### src/rtl/uart_frame_parser.sv
// Framed-command parser behind the UART receiver: SYNC, LEN, payload, CSUM.
// Writes payload bytes to an external buffer and flags each frame good or bad.
module uart_frame_parser #(
  parameter logic [7:0] SYNC_BYTE    = 8'hA5,
  parameter int         MAX_LEN      = 16,
  parameter int         ADDR_W       = 4,
  parameter int         TIMEOUT_CLKS = 12000
) (
  input  logic              clk,
  input  logic              rst,
  input  logic [7:0]        rx_byte,
  input  logic              byte_available,
  output logic [ADDR_W-1:0] pay_addr,
  output logic [7:0]        pay_data,
  output logic              pay_we,
  output logic [7:0]        frame_len,
  output logic              frame_valid,
  output logic              frame_error,
  output logic [1:0]        err_code,
  output logic              busy
);

  localparam logic [1:0] S_SYNC    = 2'd0;
  localparam logic [1:0] S_LEN     = 2'd1;
  localparam logic [1:0] S_PAYLOAD = 2'd2;
  localparam logic [1:0] S_CSUM    = 2'd3;

  localparam int         TW       = $clog2(TIMEOUT_CLKS + 1);
  localparam logic [7:0] MAX_LEN8 = 8'(MAX_LEN);
  localparam logic [TW-1:0] TMO_LAST = TW'(TIMEOUT_CLKS - 1);

  logic [1:0]        state_q, state_d;
  logic              avail_q, avail_d;
  logic [7:0]        idx_q, idx_d;
  logic [7:0]        sum_q, sum_d;
  logic [TW-1:0]     tmo_q, tmo_d;
  logic [ADDR_W-1:0] pay_addr_q, pay_addr_d;
  logic [7:0]        pay_data_q, pay_data_d;
  logic              pay_we_q, pay_we_d;
  logic [7:0]        frame_len_q, frame_len_d;
  logic              frame_valid_q, frame_valid_d;
  logic              frame_error_q, frame_error_d;
  logic [1:0]        err_code_q, err_code_d;
  logic              busy_q, busy_d;
  logic              strobe;

  assign strobe = byte_available & ~avail_q;

  always_comb begin
    state_d       = state_q;
    avail_d       = byte_available;
    idx_d         = idx_q;
    sum_d         = sum_q;
    tmo_d         = '0;
    pay_addr_d    = pay_addr_q;
    pay_data_d    = pay_data_q;
    pay_we_d      = 1'b0;
    frame_len_d   = frame_len_q;
    frame_valid_d = 1'b0;
    frame_error_d = 1'b0;
    err_code_d    = err_code_q;

    if (state_q != S_SYNC && !strobe) begin
      tmo_d = tmo_q + TW'(1);
    end

    case (state_q)
      S_SYNC: begin
        if (strobe && rx_byte == SYNC_BYTE) begin
          state_d = S_LEN;
        end
      end
      S_LEN: begin
        if (strobe) begin
          frame_len_d = rx_byte;
          sum_d       = rx_byte;
          idx_d       = 8'd0;
          if (rx_byte != 8'd0 && rx_byte <= MAX_LEN8) begin
            state_d = S_PAYLOAD;
          end else begin
            frame_error_d = 1'b1;
            err_code_d    = 2'd1;
            state_d       = S_SYNC;
          end
        end
      end
      S_PAYLOAD: begin
        if (strobe) begin
          pay_we_d   = 1'b1;
          pay_data_d = rx_byte;
          pay_addr_d = idx_q[ADDR_W-1:0];
          sum_d      = sum_q + rx_byte;
          idx_d      = idx_q + 8'd1;
          if (idx_q == frame_len_q - 8'd1) begin
            state_d = S_CSUM;
          end
        end
      end
      default: begin
        if (strobe) begin
          if (rx_byte == sum_q) begin
            frame_valid_d = 1'b1;
            err_code_d    = 2'd0;
          end else begin
            frame_error_d = 1'b1;
            err_code_d    = 2'd2;
          end
          state_d = S_SYNC;
        end
      end
    endcase

    // A strobe arriving on the last allowed cycle is processed instead.
    if (state_q != S_SYNC && !strobe && tmo_q == TMO_LAST) begin
      frame_error_d = 1'b1;
      err_code_d    = 2'd3;
      state_d       = S_SYNC;
      tmo_d         = '0;
    end

    busy_d = (state_d != S_SYNC);
  end

  always_ff @(posedge clk) begin
    if (rst) begin
      state_q       <= S_SYNC;
      avail_q       <= 1'b1;
      idx_q         <= 8'd0;
      sum_q         <= 8'd0;
      tmo_q         <= '0;
      pay_addr_q    <= '0;
      pay_data_q    <= 8'd0;
      pay_we_q      <= 1'b0;
      frame_len_q   <= 8'd0;
      frame_valid_q <= 1'b0;
      frame_error_q <= 1'b0;
      err_code_q    <= 2'd0;
      busy_q        <= 1'b0;
    end else begin
      state_q       <= state_d;
      avail_q       <= avail_d;
      idx_q         <= idx_d;
      sum_q         <= sum_d;
      tmo_q         <= tmo_d;
      pay_addr_q    <= pay_addr_d;
      pay_data_q    <= pay_data_d;
      pay_we_q      <= pay_we_d;
      frame_len_q   <= frame_len_d;
      frame_valid_q <= frame_valid_d;
      frame_error_q <= frame_error_d;
      err_code_q    <= err_code_d;
      busy_q        <= busy_d;
    end
  end

  assign pay_addr    = pay_addr_q;
  assign pay_data    = pay_data_q;
  assign pay_we      = pay_we_q;
  assign frame_len   = frame_len_q;
  assign frame_valid = frame_valid_q;
  assign frame_error = frame_error_q;
  assign err_code    = err_code_q;
  assign busy        = busy_q;

endmodule

### config.mk
export PLATFORM = sky130hd
export DESIGN_NAME = uart_frame_parser
export DESIGN_NICKNAME = d
export VERILOG_FILES = /design/src/rtl/uart_frame_parser.sv
export SDC_FILE = /design/constraint.sdc
export NUM_CORES = 1
export LEC_CHECK = 0
export CORE_UTILIZATION = 40
export DETAILED_ROUTE_END_ITERATION = 10
export HOLD_SLACK_MARGIN = 0.02
export PLACE_DENSITY = 0.58
export SYNTH_ARGS = -nofsm -noshare
export SYNTH_HDL_FRONTEND = slang
export SYNTH_SLANG_ARGS = --single-unit
### constraint.sdc
create_clock -name clk -period 2.29 [get_ports clk]
set_clock_uncertainty 0.1 [all_clocks]
set_input_delay 0.229 -clock clk [delete_from_list [all_inputs] [get_ports clk]]
set_output_delay 0.229 -clock clk [all_outputs]
set_load 0.02 [all_outputs]
* Yosys cells after proc, flatten, opt, wreduce, memory -nomap -nowiden
Index checks and enable logic that the tools add are counted.
W data, S select, Z words.
** Word-level totals
- Bits in registers :: 59
- Bits of input ports :: 11
- Output and inout port bits :: 26
- Word-level logic and storage cells :: 80
** Cells by class
- Add/sub/neg operators :: 4
- $lt $le $gt $ge :: 1
- Equality and inequality tests :: 10
- Mux-type cells :: 28
- Bitwise gates (word level) :: 5
- Reductions and logical operators :: 19
** Operators with widths (number)
- $mux W8 :: 4
- $pmux W8 S2 :: 2
- $mux W2 :: 12
- $eq A8 B8 Y1 :: 2
- $add A14 B1 Y14 const B :: 1
- $eq A14 B14 Y1 const B :: 1
- $add A8 B1 Y8 const B :: 1
- $add A8 B8 Y8 :: 1
- $eq A8 B8 Y1 const B :: 1
- $le A8 B5 Y1 const B :: 1
- $reduce_bool A2 Y1 :: 4
- $reduce_bool A8 Y1 :: 1
- $sub A8 B1 Y8 const B :: 1
- $mux W1 :: 7
- $pmux W2 S3 :: 1
- $reduce_and A3 Y1 :: 2
- $reduce_or A5 Y1 :: 1
- $logic_and A1 B1 Y1 :: 4
- $ne A2 B2 Y1 const B :: 2
- $not A1 Y1 :: 4
- $pmux W2 S2 :: 1
- $reduce_and A2 Y1 :: 2
- $reduce_or A2 Y1 :: 2
- $ne A3 B3 Y1 const B :: 1
- 8 further kinds :: 8

* Longest topological paths before layout
- Word-level depth :: 7
- Mapped depth :: 9
- Gate-level depth less buffers :: 9

* Worst setup path after synthesis
No wires, ideal clock.
- Path kind :: reg-to-reg
- Start :: register frame_len_q[2] (netlist: frame_len[2])
- End :: register busy_q (netlist: busy)
- Arrival :: 1.698 ns
- Slack :: 0.370 ns
- Stages on the path, launching flop included :: 7
- Path buffers :: 0
- Period minus slack after synthesis :: 1.920 ns
- Path through :: dfxtp_1 or3_4 nor3b_1 xnor2_1 mux2_2 nand4_1 nand3b_1
** On the way
- Longest elaborated chain between the ends :: 7
** Ends and longest elaborated chain
- from (decl) :: RTL line 40 : logic [7:0] frame_len_q, frame_len_d;
- from (signal assigned) :: RTL line 148 : frame_len_q <= frame_len_d;
- $sub A8 B1 Y8 :: RTL line 94 : if (idx_q == frame_len_q - 8'd1) begin
- $eq A8 B8 Y1 :: RTL line 94
- $mux W2 :: RTL line 94
- $mux W2 :: RTL line 88 : if (strobe) begin
- $pmux W2 S3 :: RTL line 67 : case (state_q)
- $mux W2 :: RTL line 114 : if (state_q != S_SYNC && !strobe && tmo_q == TMO_LAST) begin
- $reduce_bool A2 Y1 :: RTL line 121 : busy_d = (state_d != S_SYNC);
- to (signal assigned) :: RTL line 152 : busy_q <= busy_d;
- to (decl) :: RTL line 44 : logic busy_q, busy_d;
No other way between the ends.
A chain may end at the register's enable or synchronous reset.

* Worst setup path after layout
- Start :: input port rx_byte[0]
- End :: register sum_q[7]
** On the way
- Longest elaborated chain between the ends :: 3
** Ends and longest elaborated chain
- from (decl) :: RTL line 11 : input logic [7:0] rx_byte,
- $add A8 B8 Y8 :: RTL line 92 : sum_d = sum_q + rx_byte;
- $mux W8 :: RTL line 88
- $pmux W8 S2 :: RTL line 67
- to (signal assigned) :: RTL line 143 : sum_q <= sum_d;
- to (decl) :: RTL line 35 : logic [7:0] sum_q, sum_d;
No other way between the ends. The select of a mux whose other input is x is not followed.

==> flow_metrics.tcl <==
set metrics [dict create \
    outcome "completed" \
    root_buffer "clkbuf_8" \
    crit_path_max_fanout 5 \
    ys_types 48 \
    die_h_um 88.97 \
    fin_nets 452 \
    cap_violations 0 \
    die_w_um 88.97 \
    fmax_mhz 470.0 \
    path_class "in -> reg" \
    synth.cell_area_mm2 0.003025 \
    internal_power_mw 1.908 \
    final_core_util_pct 54.31 \
    worstPathRequired_ns 2.43 \
    antennaDiodeCount 0 \
    syn_area_per_cell_um2 8.404 \
    core_region_area_mm2 0.007292 \
    gp_congestion 0.8076 \
    cp_num_buf_inv 1 \
    multi_input_area_mm2 0.001749 \
    startpoint_type "primary input" \
    setup_viol 0 \
    regArea_mm2 0.001181 \
    grt_max_degree 24 \
    yosysSeqAreaShare_pct 39.04 \
    postCtsHoldBufs 0 \
    grt_pass1_wl_mm 11.88 \
    cp_cell_sequence "clkdlybuf4s50_1 > ha_1 > a21oi_1 > o211ai_1 > o41ai_2 > xnor2_1 > and3_1 > a2111oi_2" \
    power.total_mw 2.408 \
    swShare_pct 20.76 \
    vdd_drop_max_mv 0.2653 \
    rows 31 \
    critical_path_arrival_ns 2.26 \
    p_comb_share_pct 5.9 \
    tightest_slew_ns 0.4552 \
    ant_nets 0 \
    yosys_warnings 0 \
    cts_buffers 9 \
    min_period_ns 2.128 \
    drc 0 \
    grt_pass1_vias 2422 \
    yosys_register_bits 59 \
    fin_setup_tns_ns 0 \
    nFillCells 714 \
    finalCritPeriodShare_pct 92.91 \
    clk_path_buf_depth 2 \
    path_clk_slew_ns 0.07 \
    start_util_pct 41.49 \
    post-cts-setup-buffers 0 \
    slew_headroom_pct 69.33 \
    synthCells 360 \
    drt_iter0_markers 107 \
    synth-edff-count 0 \
    wl_per_cell_um 13.75 \
    p_per_area_mw_per_mm2 608.0 \
    worst_setup_path_end_kind "flip-flop" \
    via_per_inst 5.026 \
    cts_tree "built" \
    finalMaxSlewViolations 0 \
    clock_latency_ns 0.34 \
    syn_nets 387 \
    first_pass_iters 4 \
    layout-drive-gt1-share_pct 13.72 \
    grt.overflow.total 0 \
    seq_power_share_pct 42.9 \
    io_buffer_count 36 \
    path_delay_family "compound AO/OA/AOI/OAI gates" \
    htree_levels 3 \
    power.share.clock_pct 51.2 \
    cp_slowest_stage_delay_ns 0.53 \
    antenna_found_initial 0 \
    totalWireLength_mm 7.275 \
    grt_setup_unrepaired "false" \
    hp-class "reg -> reg" \
    leakagePower_nw 1.498 \
    async_flop_share_pct 0 \
    grt_usage_pct 20.04 \
    hold_violations 0 \
    dpl.hpwl_mm 5.354 \
    vias 2659 \
    synthFlopType "dfxtp_1" \
    post_cts_resize_count 0 \
    slowest_stage "clkdlybuf4s50_1" \
    areaGrowthSynthToFinish_pct 30.89 \
    die-area_mm2 0.007916 \
    io_pins 37 \
    power_switching_mw 0.4998 \
    clock_sinks 59 \
]
## worst min-delay path: stages, from the launching register on
cell and delay [ns]:
dfxtp_1 0.31, nand2_1 0.05, a21oi_1 0.05
## synthesized netlist by cell type (10+ instances only)
cell / n / share of area, %
dfxtp_1: 59 / 39
xnor2_1: 13 / 3.8
nand2_1: 44 / 5.5
a21oi_1: 30 / 5.0
nand3_1: 16 / 2.6
clkbuf_1: 13 / 1.6
nor3_1: 11 / 1.8
inv_1: 10 / 1.2
xor2_1: 20 / 5.8
ha_1: 15 / 6.2
nor2_1: 43 / 5.3
## power groups by stage
| stage | Clock, mW | Sequential [mW] | Combinational [mW] |
|---|---|---|---|
| global placement | 0 | 1.06 | 0.140 |
| CTS | 1.27 | 1.03 | 0.142 |
| detailed placement | 0 | 1.06 | 0.141 |
| global route | 1.31 | 1.03 | 0.154 |
| floorplan | 0 | 1.06 | 0.0603 |
| finish | 1.23 | 1.03 | 0.141 |
## routing by layer
layer / vias to the layer above / wire, um / GRT usage (%) / part of all wire, %
met4: 0 / 140 / 9.091 / 1.9
met5: - / 0 / 0 / 0
met2: 30 / 3209 / 30.42 / 44
li1: 1381 / - / - / -
met3: 11 / 196 / 3.693 / 2.7
met1: 1237 / 3728 / 27.77 / 51
## flip-flops by register name, summed over array words and instances (netlist names), 2 cells and up
register	cells
tmo_q	14
frame_len	8
idx_q	8
pay_data	8
sum_q	8
pay_addr	4
err_code	2
state_q	2
## cell families (layout without fill, tap and decap cells)
group	count (synthesis)	in the layout	share of synthesized area, %
multiplexers	9	9	3.019
AO/OA/AOI/OAI	63	63	13.73
buffers and inverters	25	95	3.143
adder cells (fa/ha/maj)	16	16	6.865
flip-flops	59	59	39.04
XOR/XNOR	33	33	9.553
AND/OR/NAND/NOR	155	155	24.65
## worst paths after layout
kind                     from     endpoint  slack [ns]  depth (start not counted)
setup / recovery   rx_byte[0]     sum_q[7]        0.16                          8
hold / removal    pay_data[6]  pay_data[6]        0.36                          2
setup reg to reg     sum_q[1]     sum_q[7]        0.21                          7
hold reg to reg   pay_data[6]  pay_data[6]        0.36                          2
## cell usage in the layout (no fill, tap or decap), drive strengths merged, types with 2 or more instances in the layout
master,synthesis,layout
o211ai,3,3
nor4,4,4
nand3,16,16
inv,10,10
buf,2,33
bufinv,0,3
ha,15,15
and3,6,6
dfxtp,59,59
a21o,2,2
nand4,8,8
clkbuf,13,12
nor3,11,11
a21oi,30,30
xor2,20,20
o21bai,2,2
nand2,45,45
a2111oi,3,3
clkdlybuf4s50,0,36
mux2i,8,8
nor2,43,43
a31oi,4,4
nand3b,2,2
nand2b,3,3
or3,3,3
xnor2,13,13
nor3b,4,4
or2,2,2
nor2b,3,3
o21ai,9,9
a211oi,4,4
or4,2,2
## metrics by stage
step	instances	hold slack [ns]	setup WS (ns)	instance area (um2)
after floorplan	360	0.2356	0.3696	3025
after global placement	513	0.3447	-0.1721	3700
after detailed placement	513	0.3489	-0.2031	3700
after CTS	529	0.3583	0.1656	3960
after global routing	529	0.3699	0.02706	3960
final	529	0.3561	0.1624	3960
## cell type report
cell class                      count  area share, %
Multi-Input combinational cell    276          44.17
Timing Repair Buffer               69          15.36
Inverter                           10         0.9479
Sequential cell                    59          29.83
Clock buffer                       12          4.171
Clock inverter                      4          2.401
Tap cell                           99          3.128
Note: power is estimated with default switching activity, not from simulation.
